File: config.mk
export PLATFORM = sky130hd
export DESIGN_NAME = noise_sampler_flat
export DESIGN_NICKNAME = d
export VERILOG_FILES = /design/src/rtl/noise_sampler_pkg.sv /design/src/rtl/noise_sampler_if.sv /design/src/rtl/noise_sampler_cbd.sv /design/src/rtl/noise_sampler.sv /design/src/flat_wrapper.sv
export SDC_FILE = /design/constraint.sdc
export NUM_CORES = 1
export LEC_CHECK = 0
export BUFFER_PORTS_ARGS = -buffer_cell sky130_fd_sc_hd__buf_2
export CORE_UTILIZATION = 40
export DETAILED_ROUTE_END_ITERATION = 6
export SYNTH_ARGS = -nofsm -noshare
export SYNTH_HDL_FRONTEND = slang
export SYNTH_HIERARCHICAL = 1
export SYNTH_SLANG_ARGS = --single-unit
File: constraint.sdc
create_clock -name clk -period 23.2 [get_ports clk]
set_input_delay 2.32 -clock clk [delete_from_list [all_inputs] [get_ports clk]]
set_output_delay 2.32 -clock clk [all_outputs]
set_load 0.01 [all_outputs]
File: src/rtl/noise_sampler_pkg.sv
`default_nettype none
// ----------------------------------------------------------------------------
// baby_kyber_pkg : shared ring parameters, coefficient type and sampler states
// Revision 1.0
// ----------------------------------------------------------------------------
package baby_kyber_pkg;

  localparam int Q = 17;
  localparam int K = 2;
  localparam int N = 4;

  typedef logic signed [31:0] coef_t;

  typedef enum logic [1:0] {
    S_IDLE   = 2'd0,
    S_SAMPLE = 2'd1,
    S_HOLD   = 2'd2
  } sampler_state_e;

endpackage
`default_nettype wire

File: src/rtl/noise_sampler_if.sv
`default_nettype none
// ----------------------------------------------------------------------------
// noise_sampler_if : request / random-byte / result bundle of the noise sampler
// Revision 1.0
// ----------------------------------------------------------------------------
interface noise_sampler_if #(
  parameter int K = baby_kyber_pkg::K,
  parameter int N = baby_kyber_pkg::N
);
  import baby_kyber_pkg::*;

  logic                    start;
  logic                    rnd_valid;
  logic [7:0]              rnd_data;
  logic                    rnd_ready;
  logic                    busy;
  logic                    out_valid;
  logic                    out_ready;
  coef_t [K-1:0][N-1:0]    secret_key;
  coef_t [K-1:0][N-1:0]    e;

  modport master (
    output start, rnd_valid, rnd_data, out_ready,
    input  rnd_ready, busy, out_valid, secret_key, e
  );

  modport slave (
    input  start, rnd_valid, rnd_data, out_ready,
    output rnd_ready, busy, out_valid, secret_key, e
  );

endinterface
`default_nettype wire

File: src/rtl/noise_sampler_cbd.sv
`default_nettype none
// ----------------------------------------------------------------------------
// cbd_nibble : centered-binomial (eta=2) map of one nibble to a coefficient
// Option NOISE_SAMPLER_MOD_Q_EN stores negatives as value+Q. Revision 1.0
// ----------------------------------------------------------------------------
module cbd_nibble
  import baby_kyber_pkg::*;
#(
  parameter int Q = baby_kyber_pkg::Q
) (
  input  logic [3:0] nibble_i,
  output coef_t      coef_o
);

  logic [1:0] pos;
  logic [1:0] neg;
  coef_t      raw;

  assign pos = {1'b0, nibble_i[0]} + {1'b0, nibble_i[1]};
  assign neg = {1'b0, nibble_i[2]} + {1'b0, nibble_i[3]};
  assign raw = coef_t'({30'd0, pos}) - coef_t'({30'd0, neg});

`ifdef NOISE_SAMPLER_MOD_Q_EN
  assign coef_o = raw[31] ? raw + coef_t'(Q) : raw;
`else
  assign coef_o = raw;
`endif

  // A modulus of 2 or less cannot hold the -2..+2 range after reduction.
  if (Q <= 2) begin : g_q_check
    $error("cbd_nibble: Q must be greater than 2");
  end

endmodule
`default_nettype wire

File: src/rtl/noise_sampler.sv
`default_nettype none
// ----------------------------------------------------------------------------
// noise_sampler : fills secret_key then e from random bytes, two coefs per byte
// Option NOISE_SAMPLER_MOD_Q_EN (coefficients reduced into 0..Q-1). Revision 1.0
// ----------------------------------------------------------------------------
module noise_sampler
  import baby_kyber_pkg::*;
#(
  parameter int Q = baby_kyber_pkg::Q,
  parameter int K = baby_kyber_pkg::K,
  parameter int N = baby_kyber_pkg::N
) (
  input  logic            clk,
  input  logic            rst,
  noise_sampler_if.slave  bus
);

  localparam int NBYTES = K * N;
  localparam int CW     = (NBYTES > 1) ? $clog2(NBYTES) : 1;

  sampler_state_e          state_q;
  logic [CW-1:0]           cnt_q;
  logic [CW-1:0]           cnt_d;
  logic                    rnd_ready_q;
  logic                    busy_q;
  logic                    out_valid_q;
  coef_t [K-1:0][N-1:0]    sk_q;
  coef_t [K-1:0][N-1:0]    e_q;

  coef_t                   coef_lo;
  coef_t                   coef_hi;
  logic                    accept;
  logic                    last_byte;

  cbd_nibble #(.Q(Q)) u_cbd_lo (.nibble_i(bus.rnd_data[3:0]), .coef_o(coef_lo));
  cbd_nibble #(.Q(Q)) u_cbd_hi (.nibble_i(bus.rnd_data[7:4]), .coef_o(coef_hi));

  // rnd_ready_q is high exactly in SAMPLE, so it doubles as the state qualifier.
  assign accept    = rnd_ready_q & bus.rnd_valid;
  assign last_byte = (cnt_q == CW'(NBYTES - 1));
  assign cnt_d     = last_byte ? '0 : cnt_q + 1'b1;

  if ((N % 2) != 0) begin : g_n_check
    $error("noise_sampler: N must be even");
  end

  always_ff @(posedge clk or posedge rst) begin
    if (rst) begin
      state_q     <= S_IDLE;
      cnt_q       <= '0;
      rnd_ready_q <= 1'b0;
      busy_q      <= 1'b0;
      out_valid_q <= 1'b0;
      sk_q        <= '0;
      e_q         <= '0;
    end else begin
      case (state_q)
        S_IDLE: begin
          if (bus.start) begin
            state_q     <= S_SAMPLE;
            cnt_q       <= '0;
            rnd_ready_q <= 1'b1;
            busy_q      <= 1'b1;
          end
        end
        S_SAMPLE: begin
          if (accept) begin
            cnt_q <= cnt_d;
            if (last_byte) begin
              state_q     <= S_HOLD;
              rnd_ready_q <= 1'b0;
              out_valid_q <= 1'b1;
            end
          end
        end
        S_HOLD: begin
          if (bus.out_ready) begin
            state_q     <= S_IDLE;
            busy_q      <= 1'b0;
            out_valid_q <= 1'b0;
          end
        end
        default: begin
          state_q     <= S_IDLE;
          rnd_ready_q <= 1'b0;
          busy_q      <= 1'b0;
          out_valid_q <= 1'b0;
        end
      endcase

      // Coefficient c of the flat (secret_key, e) sequence comes from byte c/2.
      if (accept) begin
        for (int r = 0; r < K; r++) begin
          for (int c = 0; c < N; c++) begin
            if (int'(cnt_q) == (r * N + c) / 2)
              sk_q[r][c] <= (c % 2 == 1) ? coef_hi : coef_lo;
            if (int'(cnt_q) == (K * N + r * N + c) / 2)
              e_q[r][c] <= (c % 2 == 1) ? coef_hi : coef_lo;
          end
        end
      end
    end
  end

  assign bus.rnd_ready  = rnd_ready_q;
  assign bus.busy       = busy_q;
  assign bus.out_valid  = out_valid_q;
  assign bus.secret_key = sk_q;
  assign bus.e          = e_q;

endmodule
`default_nettype wire

File: src/flat_wrapper.sv
// flat-port wrapper written by rule: the top's interface ports become plain ports
module noise_sampler_flat import baby_kyber_pkg::*;
#(
  parameter int Q = baby_kyber_pkg::Q,
  parameter int K = baby_kyber_pkg::K,
  parameter int N = baby_kyber_pkg::N
)
  (clk, rst, bus_start, bus_rnd_valid, bus_rnd_data, bus_out_ready, bus_rnd_ready, bus_busy, bus_out_valid, bus_secret_key, bus_e);
  noise_sampler_if #(.K(K), .N(N)) bus_i ();
  input  logic clk;
  input  logic rst;
  input wire logic [$bits(bus_i.start)-1:0] bus_start;
  input wire logic [$bits(bus_i.rnd_valid)-1:0] bus_rnd_valid;
  input wire logic [$bits(bus_i.rnd_data)-1:0] bus_rnd_data;
  input wire logic [$bits(bus_i.out_ready)-1:0] bus_out_ready;
  output wire logic [$bits(bus_i.rnd_ready)-1:0] bus_rnd_ready;
  output wire logic [$bits(bus_i.busy)-1:0] bus_busy;
  output wire logic [$bits(bus_i.out_valid)-1:0] bus_out_valid;
  output wire logic [$bits(bus_i.secret_key)-1:0] bus_secret_key;
  output wire logic [$bits(bus_i.e)-1:0] bus_e;
  assign bus_i.start = bus_start;
  assign bus_i.rnd_valid = bus_rnd_valid;
  assign bus_i.rnd_data = bus_rnd_data;
  assign bus_i.out_ready = bus_out_ready;
  assign bus_rnd_ready = bus_i.rnd_ready;
  assign bus_busy = bus_i.busy;
  assign bus_out_valid = bus_i.out_valid;
  assign bus_secret_key = bus_i.secret_key;
  assign bus_e = bus_i.e;
  noise_sampler #(.Q(Q), .K(K), .N(N)) u_core (.clk(clk), .rst(rst), .bus(bus_i));
endmodule
==> results by group <==
Route
  • Final wirelength: 51300 um
  • Drt initial violations: between 500 and 600
  • DRT antenna net count: 0
  • Drt pass-1 iters: 4
  • Post-route DRC violation count: 0
  • DR vias/cell: 4.82
  • Vias: 12152
  • Routed len/inst: 20.3 um

Timing
  • RSZ-0062 raised after global routing: no
  • Setup TNS: 0 ns
  • Clk_skew: about 0.021 ns
  • Achievable frequency: 194 MHz
  • Period utilization: between 20 and 25%
  • Crit path time final: 5.14 ns
  • Setup violators final: 0
  • Slew HR: a little over a fifth
  • Hold Fails Final Rpt: 0
  • Worst-Margin Slew: 1.18 ns
  • Fin. max-slew vios: 0

Layout
  • Synthesis-to-layout area growth: 22.7%
  • Ant. Diodes: 0
  • Post-route design area: 24600 um^2
  • Sequential cell area: 13000 um^2
  • Layout Utilization: approximately half
  • Finished Layout Cells: approximately 2500
  • Ratio of cells with drive above 1 in the final layout: 58.0%
  • Final net count: around 1800
  • Area of the multi-input gates: 6270 um^2
  • # fillers: 4340

Power and ir drop
  • Pleak: approximately 0.013 uW
  • Peak supply drop: 0.0876 mV
  • Power Total: 3720 uW
  • PwrDens: 151 nW/um^2

Outcome
  • Outcome: finished, final reports clean

Placement
  • RePlAce Congestion: 0.749
  • DP Area: 22900 um^2
  • HPWL after DPL: 32900 um
  • Dpl cells: 2430
  • Port Buffers: 527

Synthesis
  • Mapped Nets: between 1000 and 1500
  • Netlist Area Pre-Place: around 20000 um^2
  • Netlist cell types: 26
  • Synth warn: 6
  • Synth Register Bits: 520
  • Mapped Cells: 1339
  • Mean Syn Cell Area: 15.0 um^2
  • Sequential-to-total area share from yosys stat: about two thirds

GRT
  • Largest net degree at the start of global routing: between 100 and 150
  • Gr ovfl total: 0
  • GRT Total Usage: around a fifth
  • Vias in the first global route: ~12000
  • Initial antenna violation count: 0
  • First-pass GRT wire length: 77300 um

Hold path
  • Worst hold path class: flop to flop
  • Hold Path Origin: u_core/bus.e[228]
  • Hold endpoint: u_core/bus.e[228]
  • Min-Delay Path Depth: 2

Die
  • Site Rows: 81
  • Placeable core area: 49200 um^2
  • DIE WIDTH: 226 um
  • Die ar.: around 51000 um^2
  • Initial Util: 40.8%
  • IO Pins: roughly 530
  • Die H: 226 um

Clocking
  • H-tree levels: 2
  • CTS resizes: 0
  • Worst-Skew Late Latency: 0.59 ns
  • Deepest clock path buffer count: 3
  • Reg clk slew, reported paths: 0.06 ns
  • Hold Buf Count CTS: 0
  • TritonCTS Buffers: 54
  • Setup bufs post-CTS: 0
  • CTS Sinks: 520
  • CTS Root Cell: clkbuf_16
  • CTS tree: yes

Run
  • Max_cap viols: 0

Setup path
  • Reg2reg end: u_core/bus.e[184]
  • Worst r2r src: u_core/bus.rnd_ready
  • Crit path launch type: primary input
  • R2R setup slack: slightly above 20 ns
  • Critical Path AT: 5.66 ns
  • Req. time, crit path: 23.72 ns
  • CP Capture Type: flop
  • FF-to-FF path depth: 3
  • Worst-path maximum fanout: 87
  • CP Class: primary input to flop
-- cells in the mapped netlist, drive strengths merged --
master / n / area [um^2]
a211oi: 1 / 7.51
a21oi: 3 / 15.0
and3: 1 / 6.26
buf: 107 / 761
clkbuf: 11 / 41.3
dfrtp: 520 / 13000
fa: 2 / 40.0
ha: 10 / 125
inv: 15 / 56.3
mux2: 448 / 5040
mux2i: 3 / 30.0
nand2: 196 / 736
nand2b: 2 / 12.5
nand3: 5 / 40.0
nand3b: 2 / 15.0
nand4: 4 / 58.8
nor2: 3 / 11.3
nor2b: 2 / 15.0
o21ai: 3 / 15.0
o22ai: 1 / 6.26
-- metrics by stage --
step                      hold slack [ns]  setup slack, ns
after floorplan                     0.487             6.35
after global placement              0.456            17.54
after detailed placement            0.458            17.46
after CTS                           0.472            18.09
after global routing                0.500            17.84
final                               0.465            18.06
-- cell families after synthesis --
family / synth area share [%]
DFF: 64.9
and+or+nand+nor: 4.46
buffers and inverters: 4.28
adders and majority gates: 0.824
muxes: 25.3
AOI/OAI and AO/OA: 0.218
-- how the worst max path moves through the flow --
stage / slack, ns / to / start / depth (start not counted)
after global routing: 17.84 / u_core/bus.secret_key[210] / bus_rnd_data[2] / 9
after detailed placement: 17.46 / u_core/bus.secret_key[222] / bus_rnd_data[2] / 9
final: 18.06 / u_core/bus.secret_key[222] / bus_rnd_data[2] / 9
after global placement: 17.54 / u_core/bus.secret_key[203] / bus_rnd_data[2] / 9
after floorplan: 6.35 / u_core/bus.busy / rst / 1
after CTS: 18.09 / u_core/bus.secret_key[222] / bus_rnd_data[2] / 9
-- cell usage in the layout, fill, tap and decap left out, types with 3 or more instances in the layout --
| master | synthesis | layout |
|---|---|---|
| nand2_1 | 196 | 196 |
| inv_1 | 15 | 14 |
| mux2i_1 | 3 | 3 |
| mux2_1 | 5 | 5 |
| mux2_2 | 443 | 443 |
| o21ai_0 | 3 | 3 |
| clkinv_2 | 0 | 11 |
| buf_4 | 60 | 18 |
| nor2_1 | 3 | 3 |
| ha_1 | 10 | 8 |
| buf_2 | 35 | 527 |
| clkbuf_16 | 0 | 55 |
| clkbuf_1 | 11 | 14 |
| nand4_4 | 1 | 4 |
| nand3_4 | 0 | 4 |
| clkbuf_8 | 0 | 7 |
| a21oi_1 | 3 | 3 |
| dfrtp_1 | 520 | 520 |
-- routing by layer --
metal | vias up | share of wire [%] | GRT usage, %
li1 | 5466 | - | -
met1 | 6234 | 43 | 25.5
met2 | 379 | 46 | 31.1
met3 | 73 | 8.8 | 7.23
met4 | 0 | 2.3 | 6.01
met5 | - | 0 | 0
-- sequential cells by signal, indices dropped and copies added, names as in the netlist --
register               flops
u_core/bus.e             256
u_core/bus.secret_key    256
u_core/cnt_q               3
u_core/state_q             2
u_core/bus.busy            1
u_core/bus.out_valid       1
u_core/bus.rnd_ready       1
-- report_power, final --
| group | internal (uW) | switching [uW] |
|---|---|---|
| combinational | 645 | 720 |
| clock | 475 | 343 |
| sequential | 1330 | 210 |
-- area by class of cell --
type | count | area share [%]
clock buffer | 76 | 6.20
tap | 664 | 3.38
inverter | 15 | 0.259
timing repair buffer | 545 | 11.3
clock inverter | 14 | 0.504
multi-input combinational | 686 | 25.5
sequential | 520 | 52.9
-- worst max-delay path, cell delays in order --
cell and delay, ns:
buf_2 0.09, inv_1 0.07, fa_1 0.42, ha_1 0.18, inv_1 0.08, ha_4 0.68, buf_4 0.66, buf_4 0.73
mux2_2 0.29
Power figures use the tool's default switching activity.
